File: src/rtl/falc56_bus_sequencer.sv
// FALC56 multiplexed address/data bus master: takes single register read/write
// commands, owns the shared bus via REQ/GNT and runs the ALE -> strobe -> hold cycle.
module falc56_bus_sequencer #(
    parameter int ALE_CYCLES       = 1,
    parameter int ADDR_HOLD_CYCLES = 1,
    parameter int STROBE_CYCLES    = 3,
    parameter int HOLD_CYCLES      = 1,
    parameter int PARK_CYCLES      = 4
) (
    input  logic       PHY_CLK33_I,
    input  logic       PHY_RST_I,
    input  logic       CMD_VALID_I,
    output logic       CMD_READY_O,
    input  logic       CMD_WE_I,
    input  logic       CMD_CS_I,
    input  logic [7:0] CMD_ADDR_I,
    input  logic [7:0] CMD_WDATA_I,
    output logic       RSP_VALID_O,
    output logic [7:0] RSP_RDATA_O,
    output logic       F56_REQ_O,
    input  logic       F56_GNT_I,
    output logic [7:0] F56_BADD_O,
    input  logic [7:0] F56_BADD_I,
    output logic       F56_BADD_DIR_O,
    output logic       F56_ALE_O,
    output logic       F56_RDn_O,
    output logic       F56_WRn_O,
    output logic [1:0] F56_CSn_O
);

    typedef enum logic [2:0] {
        S_IDLE,
        S_REQ,
        S_ADDR,
        S_AHOLD,
        S_STROBE,
        S_HOLD,
        S_RELEASE
    } state_t;

    localparam logic [3:0] ALE_LOAD    = 4'(ALE_CYCLES - 1);
    localparam logic [3:0] AHOLD_LOAD  = 4'(ADDR_HOLD_CYCLES - 1);
    localparam logic [3:0] STROBE_LOAD = 4'(STROBE_CYCLES - 1);
    localparam logic [3:0] HOLD_LOAD   = 4'(HOLD_CYCLES - 1);
    localparam bit         PARK_NONE   = (PARK_CYCLES == 0);
    localparam logic [3:0] PARK_LAST   = PARK_NONE ? 4'd0 : 4'(PARK_CYCLES - 1);

    state_t     state_reg, state_next;
    logic [3:0] cnt_reg, cnt_next;
    logic [3:0] park_reg, park_next;
    logic       owned_reg, owned_next;
    logic       pend_reg, pend_next;
    logic       we_reg, we_next;
    logic       cs_reg, cs_next;
    logic [7:0] addr_reg, addr_next;
    logic [7:0] wdata_reg, wdata_next;
    logic       req_reg, req_next;
    logic       ale_reg, ale_next;
    logic       rdn_reg, rdn_next;
    logic       wrn_reg, wrn_next;
    logic [1:0] csn_reg, csn_next;
    logic [7:0] badd_reg, badd_next;
    logic       dir_reg, dir_next;
    logic       rsp_valid_reg, rsp_valid_next;
    logic [7:0] rdata_reg, rdata_next;

    assign CMD_READY_O = (state_reg == S_IDLE) && !PHY_RST_I;

    always_comb begin
        state_next     = state_reg;
        cnt_next       = cnt_reg;
        park_next      = park_reg;
        owned_next     = owned_reg;
        pend_next      = pend_reg;
        we_next        = we_reg;
        cs_next        = cs_reg;
        addr_next      = addr_reg;
        wdata_next     = wdata_reg;
        req_next       = req_reg;
        rsp_valid_next = 1'b0;
        rdata_next     = rdata_reg;

        unique case (state_reg)
            S_IDLE: begin
                if (CMD_VALID_I) begin
                    we_next    = CMD_WE_I;
                    cs_next    = CMD_CS_I;
                    addr_next  = CMD_ADDR_I;
                    wdata_next = CMD_WDATA_I;
                    if (!owned_reg) begin
                        state_next = S_REQ;
                        req_next   = 1'b1;
                    end else if (F56_GNT_I) begin
                        state_next = S_ADDR;
                        cnt_next   = ALE_LOAD;
                    end else begin
                        // Grant lost while parked: drop REQ once, then re-request for this command.
                        state_next = S_RELEASE;
                        pend_next  = 1'b1;
                    end
                end else if (owned_reg) begin
                    if (PARK_NONE || park_reg == PARK_LAST || !F56_GNT_I) begin
                        state_next = S_RELEASE;
                    end else begin
                        park_next = park_reg + 4'd1;
                    end
                end
            end
            S_REQ: begin
                if (F56_GNT_I) begin
                    state_next = S_ADDR;
                    cnt_next   = ALE_LOAD;
                    owned_next = 1'b1;
                end
            end
            S_ADDR: begin
                if (cnt_reg == 4'd0) begin
                    state_next = S_AHOLD;
                    cnt_next   = AHOLD_LOAD;
                end else begin
                    cnt_next = cnt_reg - 4'd1;
                end
            end
            S_AHOLD: begin
                if (cnt_reg == 4'd0) begin
                    state_next = S_STROBE;
                    cnt_next   = STROBE_LOAD;
                end else begin
                    cnt_next = cnt_reg - 4'd1;
                end
            end
            S_STROBE: begin
                if (cnt_reg == 4'd0) begin
                    state_next     = S_HOLD;
                    cnt_next       = HOLD_LOAD;
                    rsp_valid_next = 1'b1;
                    if (!we_reg) begin
                        rdata_next = F56_BADD_I;
                    end
                end else begin
                    cnt_next = cnt_reg - 4'd1;
                end
            end
            S_HOLD: begin
                if (cnt_reg == 4'd0) begin
                    state_next = F56_GNT_I ? S_IDLE : S_RELEASE;
                end else begin
                    cnt_next = cnt_reg - 4'd1;
                end
            end
            S_RELEASE: begin
                pend_next = 1'b0;
                if (pend_reg) begin
                    state_next = S_REQ;
                    req_next   = 1'b1;
                end else begin
                    state_next = S_IDLE;
                end
            end
            default: state_next = S_IDLE;
        endcase

        if (state_next == S_RELEASE) begin
            req_next   = 1'b0;
            owned_next = 1'b0;
        end
        if (state_next != S_IDLE) begin
            park_next = 4'd0;
        end

        // Bus pins are registered from the state being entered.
        ale_next  = (state_next == S_ADDR);
        rdn_next  = !((state_next == S_STROBE) && !we_next);
        wrn_next  = !((state_next == S_STROBE) && we_next);
        csn_next  = (state_next == S_STROBE) ? (cs_next ? 2'b01 : 2'b10) : 2'b11;
        badd_next = 8'h00;
        dir_next  = 1'b0;
        unique case (state_next)
            S_ADDR, S_AHOLD: begin
                badd_next = addr_next;
                dir_next  = 1'b1;
            end
            S_STROBE, S_HOLD: begin
                badd_next = we_next ? wdata_next : 8'h00;
                dir_next  = we_next;
            end
            default: begin
                badd_next = 8'h00;
                dir_next  = 1'b0;
            end
        endcase
    end

    always_ff @(posedge PHY_CLK33_I or posedge PHY_RST_I) begin
        if (PHY_RST_I) begin
            state_reg     <= S_IDLE;
            cnt_reg       <= 4'd0;
            park_reg      <= 4'd0;
            owned_reg     <= 1'b0;
            pend_reg      <= 1'b0;
            we_reg        <= 1'b0;
            cs_reg        <= 1'b0;
            addr_reg      <= 8'h00;
            wdata_reg     <= 8'h00;
            req_reg       <= 1'b0;
            ale_reg       <= 1'b0;
            rdn_reg       <= 1'b1;
            wrn_reg       <= 1'b1;
            csn_reg       <= 2'b11;
            badd_reg      <= 8'h00;
            dir_reg       <= 1'b0;
            rsp_valid_reg <= 1'b0;
            rdata_reg     <= 8'h00;
        end else begin
            state_reg     <= state_next;
            cnt_reg       <= cnt_next;
            park_reg      <= park_next;
            owned_reg     <= owned_next;
            pend_reg      <= pend_next;
            we_reg        <= we_next;
            cs_reg        <= cs_next;
            addr_reg      <= addr_next;
            wdata_reg     <= wdata_next;
            req_reg       <= req_next;
            ale_reg       <= ale_next;
            rdn_reg       <= rdn_next;
            wrn_reg       <= wrn_next;
            csn_reg       <= csn_next;
            badd_reg      <= badd_next;
            dir_reg       <= dir_next;
            rsp_valid_reg <= rsp_valid_next;
            rdata_reg     <= rdata_next;
        end
    end

    assign F56_REQ_O      = req_reg;
    assign F56_ALE_O      = ale_reg;
    assign F56_RDn_O      = rdn_reg;
    assign F56_WRn_O      = wrn_reg;
    assign F56_CSn_O      = csn_reg;
    assign F56_BADD_O     = badd_reg;
    assign F56_BADD_DIR_O = dir_reg;
    assign RSP_VALID_O    = rsp_valid_reg;
    assign RSP_RDATA_O    = rdata_reg;

endmodule

File: config.mk
export PLATFORM = sky130hd
export DESIGN_NAME = falc56_bus_sequencer
export DESIGN_NICKNAME = d
export VERILOG_FILES = /design/src/rtl/falc56_bus_sequencer.sv
export SDC_FILE = /design/constraint.sdc
export NUM_CORES = 1
export LEC_CHECK = 0
export ABC_AREA = 1
export CORE_ASPECT_RATIO = 1.2
export CORE_MARGIN = 4
export CORE_UTILIZATION = 51
export CTS_CLUSTER_DIAMETER = 30
export CTS_CLUSTER_SIZE = 40
export DETAILED_ROUTE_END_ITERATION = 8
export PLACE_DENSITY = 0.79
export SETUP_SLACK_MARGIN = 0.3
export SYNTH_ARGS = -nofsm -noshare
export SYNTH_HDL_FRONTEND = slang
export SYNTH_SLANG_ARGS = --single-unit
File: constraint.sdc
create_clock -name PHY_CLK33_I -period 1.81 [get_ports PHY_CLK33_I]
set_input_delay 0.362 -clock PHY_CLK33_I [delete_from_list [all_inputs] [get_ports PHY_CLK33_I]]
set_output_delay 0.362 -clock PHY_CLK33_I [all_outputs]
set_load 0.05 [all_outputs]
# --- After elaboration in Yosys (flattened, before gate mapping) ---
# Cells that the tools add are included.
totals:
  reg_bits: 55
  word_cells: 122
  output_inout_bits: 25
  inputBits: 30
classes:
  n_eq_ne: 21
  addsub: 2
  n_reduce_logical: 28
  n_bitwise: 1
  muxes: 52
ops:
  columns: ["operator", "count"]
  rows:
  - ["$mux W4", 11]
  - ["$mux W8", 5]
  - ["$mux W3", 11]
  - ["$pmux W3 S7", 1]
  - ["$pmux W4 S5", 1]
  - ["$eq A3 B3 Y1 const B", 6]
  - ["$mux W1", 17]
  - ["$pmux W8 S2", 1]
  - ["$reduce_and A4 Y1", 4]
  - ["$eq A3 B2 Y1 const B", 4]
  - ["$reduce_bool A2 Y1", 5]
  - ["$ne A2 B2 Y1 const B", 4]
  - ["$ne A3 B2 Y1 const B", 2]
  - ["$pmux W1 S2", 3]
  - ["$reduce_bool A3 Y1", 2]
  - ["$reduce_or A2 Y1", 3]
  - ["$logic_not A1 Y1", 5]
  - ["$reduce_bool A5 Y1", 1]
  - ["$add A4 B1 Y4 const B", 1]
  - ["$eq A4 B2 Y1 const B", 1]
  - ["$logic_not A4 Y1", 1]
  - ["$mux W2", 2]
  - ["$ne A2 B1 Y1 const B", 2]
  - ["$sub A4 B1 Y4 const B", 1]
  - ["8 further kinds", 10]

# --- Logic depth before layout (Yosys ltp) ---
depth:
  word_depth: 9
  mapped_depth: 11
  depth_no_buf: 11

# --- Worst setup path before layout ---
# No wires, ideal clock.
synth_timing:
  path_type: "register to output"
  startpoint: "register state_reg[0]"
  endpoint: "output CMD_READY_O"
  arrival_time_ns: 1.379
  path_stages_with_launch: 5
  path_buffers: 1
  slack_ns: 0.069
  cell_sequence: "dfrtp_1 > buf_2 > nor2_4 > nand2_4 > nor2_1"
synth_between:
  elab_chain_cells: 2
synth_lines:
  columns: ["item", "line", "source"]
  rows:
  - ["start, declared", "48", "state_t state_reg, state_next;"]
  - ["start signal, assigned", "215", "state_reg <= state_next;"]
  - ["$logic_not A3 Y1", "67", "assign CMD_READY_O = (state_reg == S_IDLE) && !PHY_RST_I;"]
  - ["$logic_and A1 B1 Y1", "67", null]
  - ["end, declared", "13", "output logic CMD_READY_O,"]
# Every way passes these cells.

# --- Worst setup path in the final report ---
layout_timing:
  startpoint: "register state_reg[1]"
  endpoint: "register park_reg[1]"
layout_between:
  elab_chain_cells: 7
  word_cells_on_any_way: 23
  classes_between: "eq/ne: 8; mux: 10; reduce/logical: 5"
layout_lines:
  columns: ["item", "line", "source"]
  rows:
  - ["$mux W3", "102", "if (PARK_NONE || park_reg == PARK_LAST || !F56_GNT_I) begin"]
  - ["$mux W3", "101", "end else if (owned_reg) begin"]
  - ["$mux W3", "85", "if (CMD_VALID_I) begin"]
  - ["$pmux W3 S7", "83", "unique case (state_reg)"]
  - ["$reduce_bool A3 Y1", "167", "if (state_next != S_IDLE) begin"]
  - ["$ne A2 B1 Y1 (no line) / $reduce_bool A2 Y1 (equally long branches)", null, null]
  - ["$reduce_and A4 Y1 (no line)", null, null]
  - ["end signal, assigned", "217", "park_reg <= park_next;"]
  - ["end, declared", "50", "logic [3:0] park_reg, park_next;"]
# Several ways; a longest one is shown, not always the timed one.
# A chain may end at the register's enable or synchronous reset.

==> results.py <==
metrics = {
    "yosys": {
        "yosysWarnings": 0,
        "netlist.area_leader.share": 0.4599,
        "synth_most_common_cell": "nand2_1",
        "syn-num-nets": 357,
        "ys.flop_type": "dfrtp_1",
        "syn_area_um2": 2775,
        "ys_seq_area_frac": 0.4977,
        "synth_seq_cells": 55,
        "async_reset_ff_frac": 1.000,
        "synth_common_cells": "nand2_1 (91), dfrtp_1 (51), inv_1 (35), nand3_1 (35), nor2_1 (22)",
        "ys_types": 30,
        "syn_inst": 324,
        "syn_avg_cell_area_um2": 8.565,
        "yosys.area.top_type": "dfrtp_1",
        "synthTopCellsByArea": "dfrtp_1 (46%), nand2_1 (12%), nand3_1 (6.3%)",
        "synth_edf_count": 0,
    },
    "sta": {
        "worstMarginPinSlew_ns": 0.4438,
        "layout_min_cycle_time_ns": 1.716,
        "hold_violations": 0,
        "setup_viol": 0,
        "grt_setup_unrepaired": "true",
        "whs_ns": 0.4722,
        "drv_slew": 0,
        "fmax_mhz": 582.7,
        "max_slew_margin": 0.7035,
        "finalCritPeriodShare": 0.9481,
        "fin_skew_ns": 0.007251,
    },
    "placed_design": {
        "placed_area_um2": 3450,
        "routabilityCongestion": 0.8998,
        "dp.cells": 450,
        "port_buffers": 54,
        "dp_hpwl_um": 4646,
    },
    "cells_and_area": {
        "fillCellCount": 330,
        "stdcell_area_um2": 4158,
        "drive_gt1_frac": 0.4292,
        "fin_cells": 486,
        "area_delta_synth_final_pct": 49.82,
        "antennaDiodeCount": 0,
        "fin_nets": 456,
    },
    "cts": {
        "cts_tree": "built",
        "numCtsBuffers": 5,
        "worstSkewPairLatency_ns": 0.32,
        "root_buffer": "clkbuf_8",
        "path_clk_slew_ns": 0.10,
        "cts.sinks": 55,
        "cts_buffer_depth": 2,
        "h-tree-depth": 2,
    },
    "global_routing": {
        "grt.total_usage": 0.2158,
        "overflow": 0,
        "grt_pass1_vias": 2433,
        "grt_pass1_wl_um": 10780,
        "antenna_found_initial": 0,
        "grt_start_max_net_pins": 21,
    },
    "power": {
        "p_per_area_nw_per_um2": 1989,
        "max-vdd-ir-drop_mv": 1.129,
        "seqPwrFrac": 0.241,
        "internal-power_mw": 4.175,
        "total_power_mw": 8.269,
        "switching_share": 0.4951,
        "power_frac_clock": 0.102,
        "p_switching_mw": 4.094,
        "power_frac_comb": 0.657,
        "leakagePower_nw": 2.110,
    },
    "critical_path": {
        "critPathSlowestCell": "dfrtp_2",
        "worst-path-max-fanout": 5,
        "slowest_delay_ns": 0.47,
        "cp_common_cell": "nor2_4",
        "cp_cell_sequence": "nor2_4 -> nand2_4 -> nor2_1 -> nand4_1 -> nand2_1 -> a21boi_1 -> nor2_4",
        "cp.required_ns": 2.02,
        "critical_path_class": "flop to flop",
        "worstSetupStartpointType": "flop",
        "cp.arrival_ns": 1.93,
        "endpoint_kind": "flop",
    },
    "routing": {
        "drcViolationCount": 0,
        "wl_per_cell_um": 16.02,
        "vias": 2558,
        "routed_via_density": 5.263,
        "wl_um": 7785,
        "firstDrtPassIters": 4,
        "final_antenna_net_count": 0,
        "dr.first_iter.drc_count": 155,
    },
    "floorplanning": {
        "die_w_um": 75.34,
        "dieArea_um2": 6691,
        "pin_count": 55,
        "initial_core_util": 0.5239,
        "row_count": 29,
        "chipHeight_um": 88.81,
        "core_um2": 5298,
    },
    "hold_path": {
        "min_path_type": "input pin to asynchronous set/reset pin",
    },
    "job": {
        "maxCapViolCount": 0,
    },
    "status": {
        "status": "completed",
    },
}
layout make-up:
cell class | count | area (µm²) | area share
inverter | 47 | 197.7 | 0.04755
tap | 62 | 77.57 | 0.01866
clock inverter | 2 | 38.79 | 0.009329
sequential | 55 | 1385 | 0.3331
clock buffer | 6 | 72.57 | 0.01745
multi-input combinational | 218 | 1500 | 0.3608
timing repair buffer | 96 | 885.9 | 0.2131
repair_timing:
action,in CTS,in global routing
hold buffers,0,0
gates resized for setup,40,53
cloned,1,0
endpoints found under the setup margin,39,37
pin swaps,10,33
setup buffers,20,7
metrics by stage:
| stage | util | setup slack, ns | setup TNS (ns) |
|---|---|---|---|
| floorplan | - | 0.2834 | 0 |
| global placement | 0.6512 | -0.08527 | -1.160 |
| detailed placement | 0.6512 | -0.1234 | -1.992 |
| CTS | 0.7326 | 0.1792 | 0 |
| global route | 0.7848 | 0.02182 | 0 |
| finish | 0.7848 | 0.09393 | 0 |
path summary, 6_finish.rpt:
kind,startpoint,endpoint,slack [ns],cells past startpoint
worst max-delay path,state_reg[1],park_reg[1],0.09,7
worst max register to register,state_reg[1],park_reg[1],0.09,7
worst min-delay path,PHY_RST_I,pend_reg,0.47,2
worst min register to register,addr_reg[0],addr_reg[0],0.48,2
min in group PHY_CLK33_I,addr_reg[0],addr_reg[0],0.48,2
max in group asynchronous,PHY_RST_I,F56_RDn_O,0.83,3
worst max-delay path, delay by kind of cell (launching register included):
| family | cells | cell delay (ns) |
|---|---|---|
| simple gates | 6 | 0.88 |
| compound gates | 1 | 0.25 |
| flops | 1 | 0.47 |
cells by family (layout without fill, tap and decap cells):
logic type	count (synthesis)	count (layout)	share of synthesized area
simple gates	186	187	0.3309
flops	55	55	0.4977
fa+ha+maj	3	3	0.01353
xor+xnor	3	3	0.009470
buf+inv	52	151	0.08025
mux	8	8	0.03246
compound gates	17	17	0.03562
metal layers:
metal / track usage / vias up / wire length (µm)
li1: - / 1206 / -
met4: 0.09698 / 0 / 244
met3: 0.04886 / 23 / 383
met1: 0.2533 / 1247 / 3014
met2: 0.3708 / 82 / 4143
met5: 0 / - / 0
layout by cell type (no fill, tap or decap), types with 3 or more instances in the layout:
cell type / synthesis / layout
nand2_4: 5 / 9
xor2_1: 3 / 3
nand3_2: 1 / 17
nand2_2: 6 / 14
dfrtp_1: 51 / 48
nand3_4: 2 / 6
nand4_1: 3 / 3
mux2_4: 0 / 8
nor2_1: 22 / 18
inv_1: 35 / 29
buf_6: 1 / 9
buf_12: 0 / 4
nor2_2: 9 / 7
nand3_1: 35 / 16
nand2_1: 91 / 78
buf_4: 2 / 53
o21ai_0: 4 / 4
clkdlybuf4s50_1: 0 / 27
dfrtp_2: 0 / 3
o21ai_1: 9 / 7
clkbuf_8: 0 / 5
nor2_4: 4 / 10
inv_2: 12 / 13
dfstp_2: 4 / 4
power groups by stage:
stage          sequential, mW  clock, mW  combinational (mW)
6_report                 1.99      0.844                5.44
3_3_place_gp             2.01          0                3.79
2_1_floorplan            2.60          0                2.31
5_1_grt                  2.03      0.909                5.80
3_5_place_dp             2.01          0                3.87
4_1_cts                  1.96      0.844                4.60
No activity file was read; power rests on OpenSTA's default activity.
